File: src/rtl/mem_arbiter.sv
// mem_arbiter: the only owner of the byte-wide RAM/IO port.
// Two requesters share the port. The ICache fetches 4-byte words. The LSB issues
// 1/2/4-byte loads and stores. Every transfer is split into one RAM cycle per byte.
// Read data is assembled little-endian. Speculative reads are dropped on a
// misprediction flush. Stores to the IO region stall while the UART buffer is full.
//
// Ports
//   clk_i, rst_i            clock; rst_i is asynchronous and active-low
//   rdy_i                   global enable; low freezes all state and outputs
//   jump_wrong_i            misprediction flush
//   icache_req/addr_i       word fetch request, held until icache_done_o
//   icache_done/data_o      one-cycle completion pulse and fetched word
//   lsb_req/wr/len/addr/wdata_i  load/store request, held until lsb_done_o
//   lsb_done/rdata_o        completion pulse and zero-extended load data
//   mem_din_i, mem_dout_o, mem_a_o, mem_wr_o  synchronous byte RAM port
//   io_buffer_full_i        UART buffer full
module mem_arbiter #(
  parameter int unsigned       ADDR_W  = 32,
  parameter logic [ADDR_W-1:0] IO_BASE = ADDR_W'(32'h30000)
) (
  input  logic              clk_i,
  input  logic              rst_i,
  input  logic              rdy_i,
  input  logic              jump_wrong_i,
  input  logic              icache_req_i,
  input  logic [ADDR_W-1:0] icache_addr_i,
  output logic              icache_done_o,
  output logic [31:0]       icache_data_o,
  input  logic              lsb_req_i,
  input  logic              lsb_wr_i,
  input  logic [1:0]        lsb_len_i,
  input  logic [ADDR_W-1:0] lsb_addr_i,
  input  logic [31:0]       lsb_wdata_i,
  output logic              lsb_done_o,
  output logic [31:0]       lsb_rdata_o,
  input  logic [7:0]        mem_din_i,
  output logic [7:0]        mem_dout_o,
  output logic [ADDR_W-1:0] mem_a_o,
  output logic              mem_wr_o,
  input  logic              io_buffer_full_i
);

  typedef enum logic [2:0] {IDLE, IF_RD, LS_RD, LS_WR, DONE} state_e;
  typedef enum logic {G_ICACHE = 1'b0, G_LSB = 1'b1} grant_e;

  state_e            state_q;
  grant_e            last_grant_q;
  logic [2:0]        cnt_q;       // byte step within the transfer
  logic [2:0]        nbytes_q;    // transfer length N
  logic [ADDR_W-1:0] addr_q;
  logic [31:0]       wdata_q;
  logic              io_q;        // latched store targets the IO region
  logic [31:0]       buf_q;       // read assembly buffer

  logic              icache_done_q, lsb_done_q, mem_wr_q;
  logic [31:0]       icache_data_q, lsb_rdata_q;
  logic [7:0]        mem_dout_q;
  logic [ADDR_W-1:0] mem_a_q;

  assign icache_done_o = icache_done_q;
  assign icache_data_o = icache_data_q;
  assign lsb_done_o    = lsb_done_q;
  assign lsb_rdata_o   = lsb_rdata_q;
  assign mem_dout_o    = mem_dout_q;
  assign mem_a_o       = mem_a_q;
  assign mem_wr_o      = mem_wr_q;

  function automatic logic [2:0] len_bytes(input logic [1:0] len);
    case (len)
      2'b00:   len_bytes = 3'd1;
      2'b01:   len_bytes = 3'd2;
      default: len_bytes = 3'd4;   // 2'b11 behaves as a word
    endcase
  endfunction

  // A flush blocks reads in IDLE, but a store is already committed.
  logic if_ok, ls_ok, pick_ls;
  assign if_ok   = icache_req_i && !jump_wrong_i;
  assign ls_ok   = lsb_req_i && (lsb_wr_i || !jump_wrong_i);
  // When both requesters contend, the one not served last wins.
  assign pick_ls = ls_ok && (!if_ok || (last_grant_q == G_ICACHE));

  // The RAM is two cycles behind the address, so step k holds byte k-2.
  // The index wraps mod 4, which also covers step 5 of a word read.
  logic [1:0]  rd_idx;
  logic [31:0] rd_word;
  assign rd_idx = cnt_q[1:0] - 2'd2;
  always_comb begin
    rd_word = buf_q;
    rd_word[{rd_idx, 3'b000} +: 8] = mem_din_i;
  end

  logic io_stall_acc;
  assign io_stall_acc = (lsb_addr_i >= IO_BASE) && io_buffer_full_i;

  always_ff @(posedge clk_i or negedge rst_i) begin
    if (!rst_i) begin
      state_q       <= IDLE;
      last_grant_q  <= G_ICACHE;
      cnt_q         <= '0;
      nbytes_q      <= '0;
      addr_q        <= '0;
      wdata_q       <= '0;
      io_q          <= 1'b0;
      buf_q         <= '0;
      icache_done_q <= 1'b0;
      icache_data_q <= '0;
      lsb_done_q    <= 1'b0;
      lsb_rdata_q   <= '0;
      mem_dout_q    <= '0;
      mem_a_q       <= '0;
      mem_wr_q      <= 1'b0;
    end else if (rdy_i) begin
      case (state_q)
        IDLE: begin
          if (if_ok || ls_ok) begin
            cnt_q   <= 3'd1;
            buf_q   <= '0;
            mem_a_q <= pick_ls ? lsb_addr_i : icache_addr_i;
            if (pick_ls) begin
              last_grant_q <= G_LSB;
              addr_q       <= lsb_addr_i;
              wdata_q      <= lsb_wdata_i;
              nbytes_q     <= len_bytes(lsb_len_i);
              io_q         <= (lsb_addr_i >= IO_BASE);
              if (lsb_wr_i) begin
                state_q <= LS_WR;
                if (io_stall_acc) begin
                  // Byte 0 is not yet issued, so the step stays at 0.
                  cnt_q    <= 3'd0;
                  mem_wr_q <= 1'b0;
                end else begin
                  mem_wr_q   <= 1'b1;
                  mem_dout_q <= lsb_wdata_i[7:0];
                end
              end else begin
                state_q  <= LS_RD;
                mem_wr_q <= 1'b0;
              end
            end else begin
              last_grant_q <= G_ICACHE;
              addr_q       <= icache_addr_i;
              nbytes_q     <= 3'd4;
              state_q      <= IF_RD;
              mem_wr_q     <= 1'b0;
            end
          end
        end

        IF_RD, LS_RD: begin
          if (jump_wrong_i) begin
            state_q  <= IDLE;
            mem_wr_q <= 1'b0;
          end else begin
            if (cnt_q < nbytes_q) mem_a_q <= addr_q + ADDR_W'(cnt_q);
            if (cnt_q >= 3'd2)    buf_q   <= rd_word;
            if (cnt_q == nbytes_q + 3'd1) begin
              state_q <= DONE;
              if (state_q == IF_RD) begin
                icache_done_q <= 1'b1;
                icache_data_q <= rd_word;
              end else begin
                lsb_done_q  <= 1'b1;
                lsb_rdata_q <= rd_word;
              end
            end
            cnt_q <= cnt_q + 3'd1;
          end
        end

        LS_WR: begin
          if (cnt_q == nbytes_q) begin
            mem_wr_q   <= 1'b0;
            lsb_done_q <= 1'b1;
            state_q    <= DONE;
          end else if (io_q && io_buffer_full_i) begin
            mem_wr_q <= 1'b0;
          end else begin
            mem_a_q    <= addr_q + ADDR_W'(cnt_q);
            mem_dout_q <= wdata_q[{cnt_q[1:0], 3'b000} +: 8];
            mem_wr_q   <= 1'b1;
            cnt_q      <= cnt_q + 3'd1;
          end
        end

        DONE: begin
          // Requesters drop req during this cycle, so nothing is accepted here.
          icache_done_q <= 1'b0;
          lsb_done_q    <= 1'b0;
          state_q       <= IDLE;
        end

        default: state_q <= IDLE;
      endcase
    end
  end

endmodule

File: config.mk
export PLATFORM = sky130hd
export DESIGN_NAME = mem_arbiter
export DESIGN_NICKNAME = d
export VERILOG_FILES = /design/src/rtl/mem_arbiter.sv
export SDC_FILE = /design/constraint.sdc
export NUM_CORES = 1
export LEC_CHECK = 0
export CORE_UTILIZATION = 42
export DETAILED_ROUTE_END_ITERATION = 8
export PLACE_DENSITY_LB_ADDON = 0.25
export SYNTH_ARGS = -nofsm -noshare
export SYNTH_HDL_FRONTEND = slang
export SYNTH_SLANG_ARGS = --single-unit
File: constraint.sdc
create_clock -name clk_i -period 6.72 [get_ports clk_i]
set_input_delay 1.344 -clock clk_i [delete_from_list [all_inputs] [get_ports clk_i]]
set_output_delay 1.344 -clock clk_i [all_outputs]
set_load 0.03 [all_outputs]
==> out/metrics.yaml <==
global_routing:
  use_met1_pct: 29.0
  track_usage_pct: 20.6
  grt_overflow: 0
  use_met3_pct: 3.36
  grt_pass1_wl_um: 43100
  antenna_found_initial: 1
  first_global_vias: 7885
  met2_usage_pct: 32.9
  top_usage_layer: "met2"
  grt_max_degree: 118
worst_setup_path:
  r2r-start: "cnt_q[0]$_DFFE_PN0P_"
  timing.reg2reg.worst_path_depth: 8
  critPathRequiredTime_ns: 7.10
  cp_max_fo: 74
  start_kind: "primary input"
  cp_slowest_cell: "nor2_4"
  endpoint_kind: "flop"
  cp_top_family: "buffers and inverters"
  crit_buf_inv: 2
  reg2reg_setup_slack_ns: 3.15
  critPathArrivalTime_ns: 4.23
  path_class: "primary input to flop"
  crit_chain: "clkdlybuf4s50_1 -> o21bai_4 -> a21boi_0 -> nand2_2 -> buf_4 -> nor2_4 -> mux2_2"
  crit_path_max_incr_delay_ns: 0.81
  rr_endpoint: "mem_a_o[26]$_DFFE_PN0P_"
yosys:
  ys_top_cells_by_count: "dfrtp_1, nand2_1, mux2_2, o21ai_0, inv_1"
  synth_area_leader_cell: "dfrtp_1"
  ys_warn_count: 0
  ys_ff_latch: 214
  synth-xor-area-share_pct: 1.59
  yosysMostFrequentCell: "dfrtp_1"
  synth_top_family_by_area: "multiplexers"
  syn_area_per_cell_um2: 11.5
  synth-compound-area-share_pct: 13.7
  ys_top_cells_by_area: "dfrtp_1, mux2_2, o21ai_0"
  yosysSeqAreaShare_pct: 49.5
  synthAdderAreaFrac_pct: 1.69
  synthSimpleGateAreaFrac_pct: 10.4
  synth.distinct_cells: 69
  postSynthCellCount: 945
  yosys.area.top_type_share_pct: 49.5
  synth_fp_nets: 1073
  synth-async-reset-ratio_pct: 100
  syn_area_mm2: 0.0108
  synthMuxAreaShare_pct: 18.6
  synth_edf_count: 0
  yosys_most_used_dff: "dfrtp_1"
floorplan:
  die_h_um: 163
  core_mm2: 0.0253
  io_pins: 221
  start_util_pct: 42.9
  die_x_um: 163
  die_area_mm2: 0.0264
  num_rows: 58
cells_and_area:
  drive_gt1_share_pct: 16.8
  antennaDiodeCount: 0
  post-route-util_pct: 55.1
  final_nets: 1267
  syn2layout_area_growth_pct: 28.6
power:
  power_density_mw_per_mm2: 395
  power.leakage_nw: 6.17
  peakVddDrop_v: 0.000223
hold_path:
  min_path_cells: 2
  hp-start: "mem_wr_o$_DFFE_PN0P_"
  min_to: "mem_wr_o$_DFFE_PN0P_"
  min_path_type: "flop to flop"
detailed_routing:
  detail_route.iter0.violations: 542
  drc: 0
  wl_per_cell_um: 18.2
  vias: 8053
  first_pass_iters: 5
  via_per_inst: 5.43
  wirelength_um: 27000
  ant_nets: 0
timing:
  max_freq_ghz: 0.260
  worst_slew_pin_slew_ns: 1.09
  fin_crit_ns: 3.85
  rsz0062_at_grt: "false"
  finalSetupViolations: 0
  fin_crit_sh_pct: 57.3
  fin_tns_setup_ns: 0
  finClkSkew_ns: 0.0103
  hold_violations: 0
  max_slew_margin_pct: 27.1
  slew_violations: 0
place:
  io_buffers: 220
  place.gp.congestion: 0.831
  hpwl_um: 18800
clocking:
  cts_sinks: 214
  cts-resized-gates: 0
  cts_root_buf: "clkbuf_16"
  hold_buffers: 0
  worstSkewPairLatency_ns: 0.51
  cts_setup_buffers: 0
  tritoncts: "done"
  cts-buffers-inserted: 24
  clkTransAtPathRegs_ns: 0.05
  h-tree-depth: 1
  clock_path_buffers: 3
outcome:
  status: "finished clean"
job:
  drv_cap: 0
[kinds of logic after synthesis]
| family | Yosys count |
|---|---|
| AOI/OAI and AO/OA | 212 |
| xor gates and xnor gates | 18 |
| adders and majority gates | 14 |
| buffers and inverters | 106 |
| DFF | 214 |
| muxes | 166 |
| and+or+nand+nor | 215 |
[how the worst max path moves through the flow]
stage            startpoint                 endpoint  cells after the start
2_1_floorplan  jump_wrong_i   mem_a_o[0]$_DFFE_PN0P_                      7
3_3_place_gp   jump_wrong_i   wdata_q[7]$_DFFE_PN0P_                      7
3_5_place_dp   jump_wrong_i  wdata_q[21]$_DFFE_PN0P_                      7
4_1_cts        jump_wrong_i  wdata_q[24]$_DFFE_PN0P_                      7
5_1_grt        jump_wrong_i   wdata_q[4]$_DFFE_PN0P_                      7
6_report       jump_wrong_i  wdata_q[21]$_DFFE_PN0P_                      7
[where the power goes]
| group | switching, W | leakage, nW | total, W | internal (W) |
|---|---|---|---|---|
| clock network | 0.000497 | 0.367 | 0.00123 | 0.000729 |
| logic | 0.00122 | 2.99 | 0.00224 | 0.00102 |
| registers | 0.000341 | 2.82 | 0.00203 | 0.00169 |
| total | 0.00206 | 6.17 | 0.00550 | 0.00344 |
[per-layer routing]
metal	vias to the layer above	wire, um
li1	3807	-
met1	3955	12200
met2	252	12800
met3	37	1440
met4	2	613
met5	-	16
[registers in the layout (all words and copies together) (netlist names)]
register	flops
addr_q	32
buf_q	32
icache_data_o	32
lsb_rdata_o	32
mem_a_o	32
wdata_q	32
mem_dout_o	8
cnt_q	3
nbytes_q	3
state_q	3
icache_done_o	1
io_q	1
last_grant_q	1
lsb_done_o	1
mem_wr_o	1
[cell usage in the layout (no fill, tap or decap), types with 9 or more instances in the layout]
master and instances:
inv_1 47, o21ai_0 76, a221o_1 9, a22o_1 37, xnor2_1 13, a21oi_1 21, nand4_1 20, mux2_4 25
nor2_1 13, ha_1 13, mux2_2 96, clkdlybuf4s50_1 219, mux2i_1 35, o31ai_1 12, nand3_1 12, dfrtp_1 214
nand2_1 100, nor3_1 10, a211oi_1 10, clkbuf_16 25, a21o_1 12
[through the flow]
step	cell area [um^2]	setup slack [ns]	cells	hold WS (ns)	power, W
finish	13900	2.87	1483	0.475	0.00550
global route	13900	2.67	1483	0.506	0.00583
CTS	13900	2.87	1483	0.487	0.00556
detailed placement	13200	2.35	1443	0.472	0.00431
global placement	13200	2.38	1443	0.462	0.00426
floorplan	10800	3.77	945	0.450	0.00349
[layout make-up]
cell class	instances	area (um^2)
clock inverter	4	20.0
tap	330	413
fill	2224	11300
clock buffer	36	717
inverter	47	176
multi-input combinational	625	4980
timing repair buffer	227	2260
sequential	214	5360
[worst min-delay path, cell delays in order (launching register included)]
cell	delay [ns]
dfrtp_1	0.34
nand2_1	0.05
nand2_1	0.05
(Power assumes the default switching activity.)
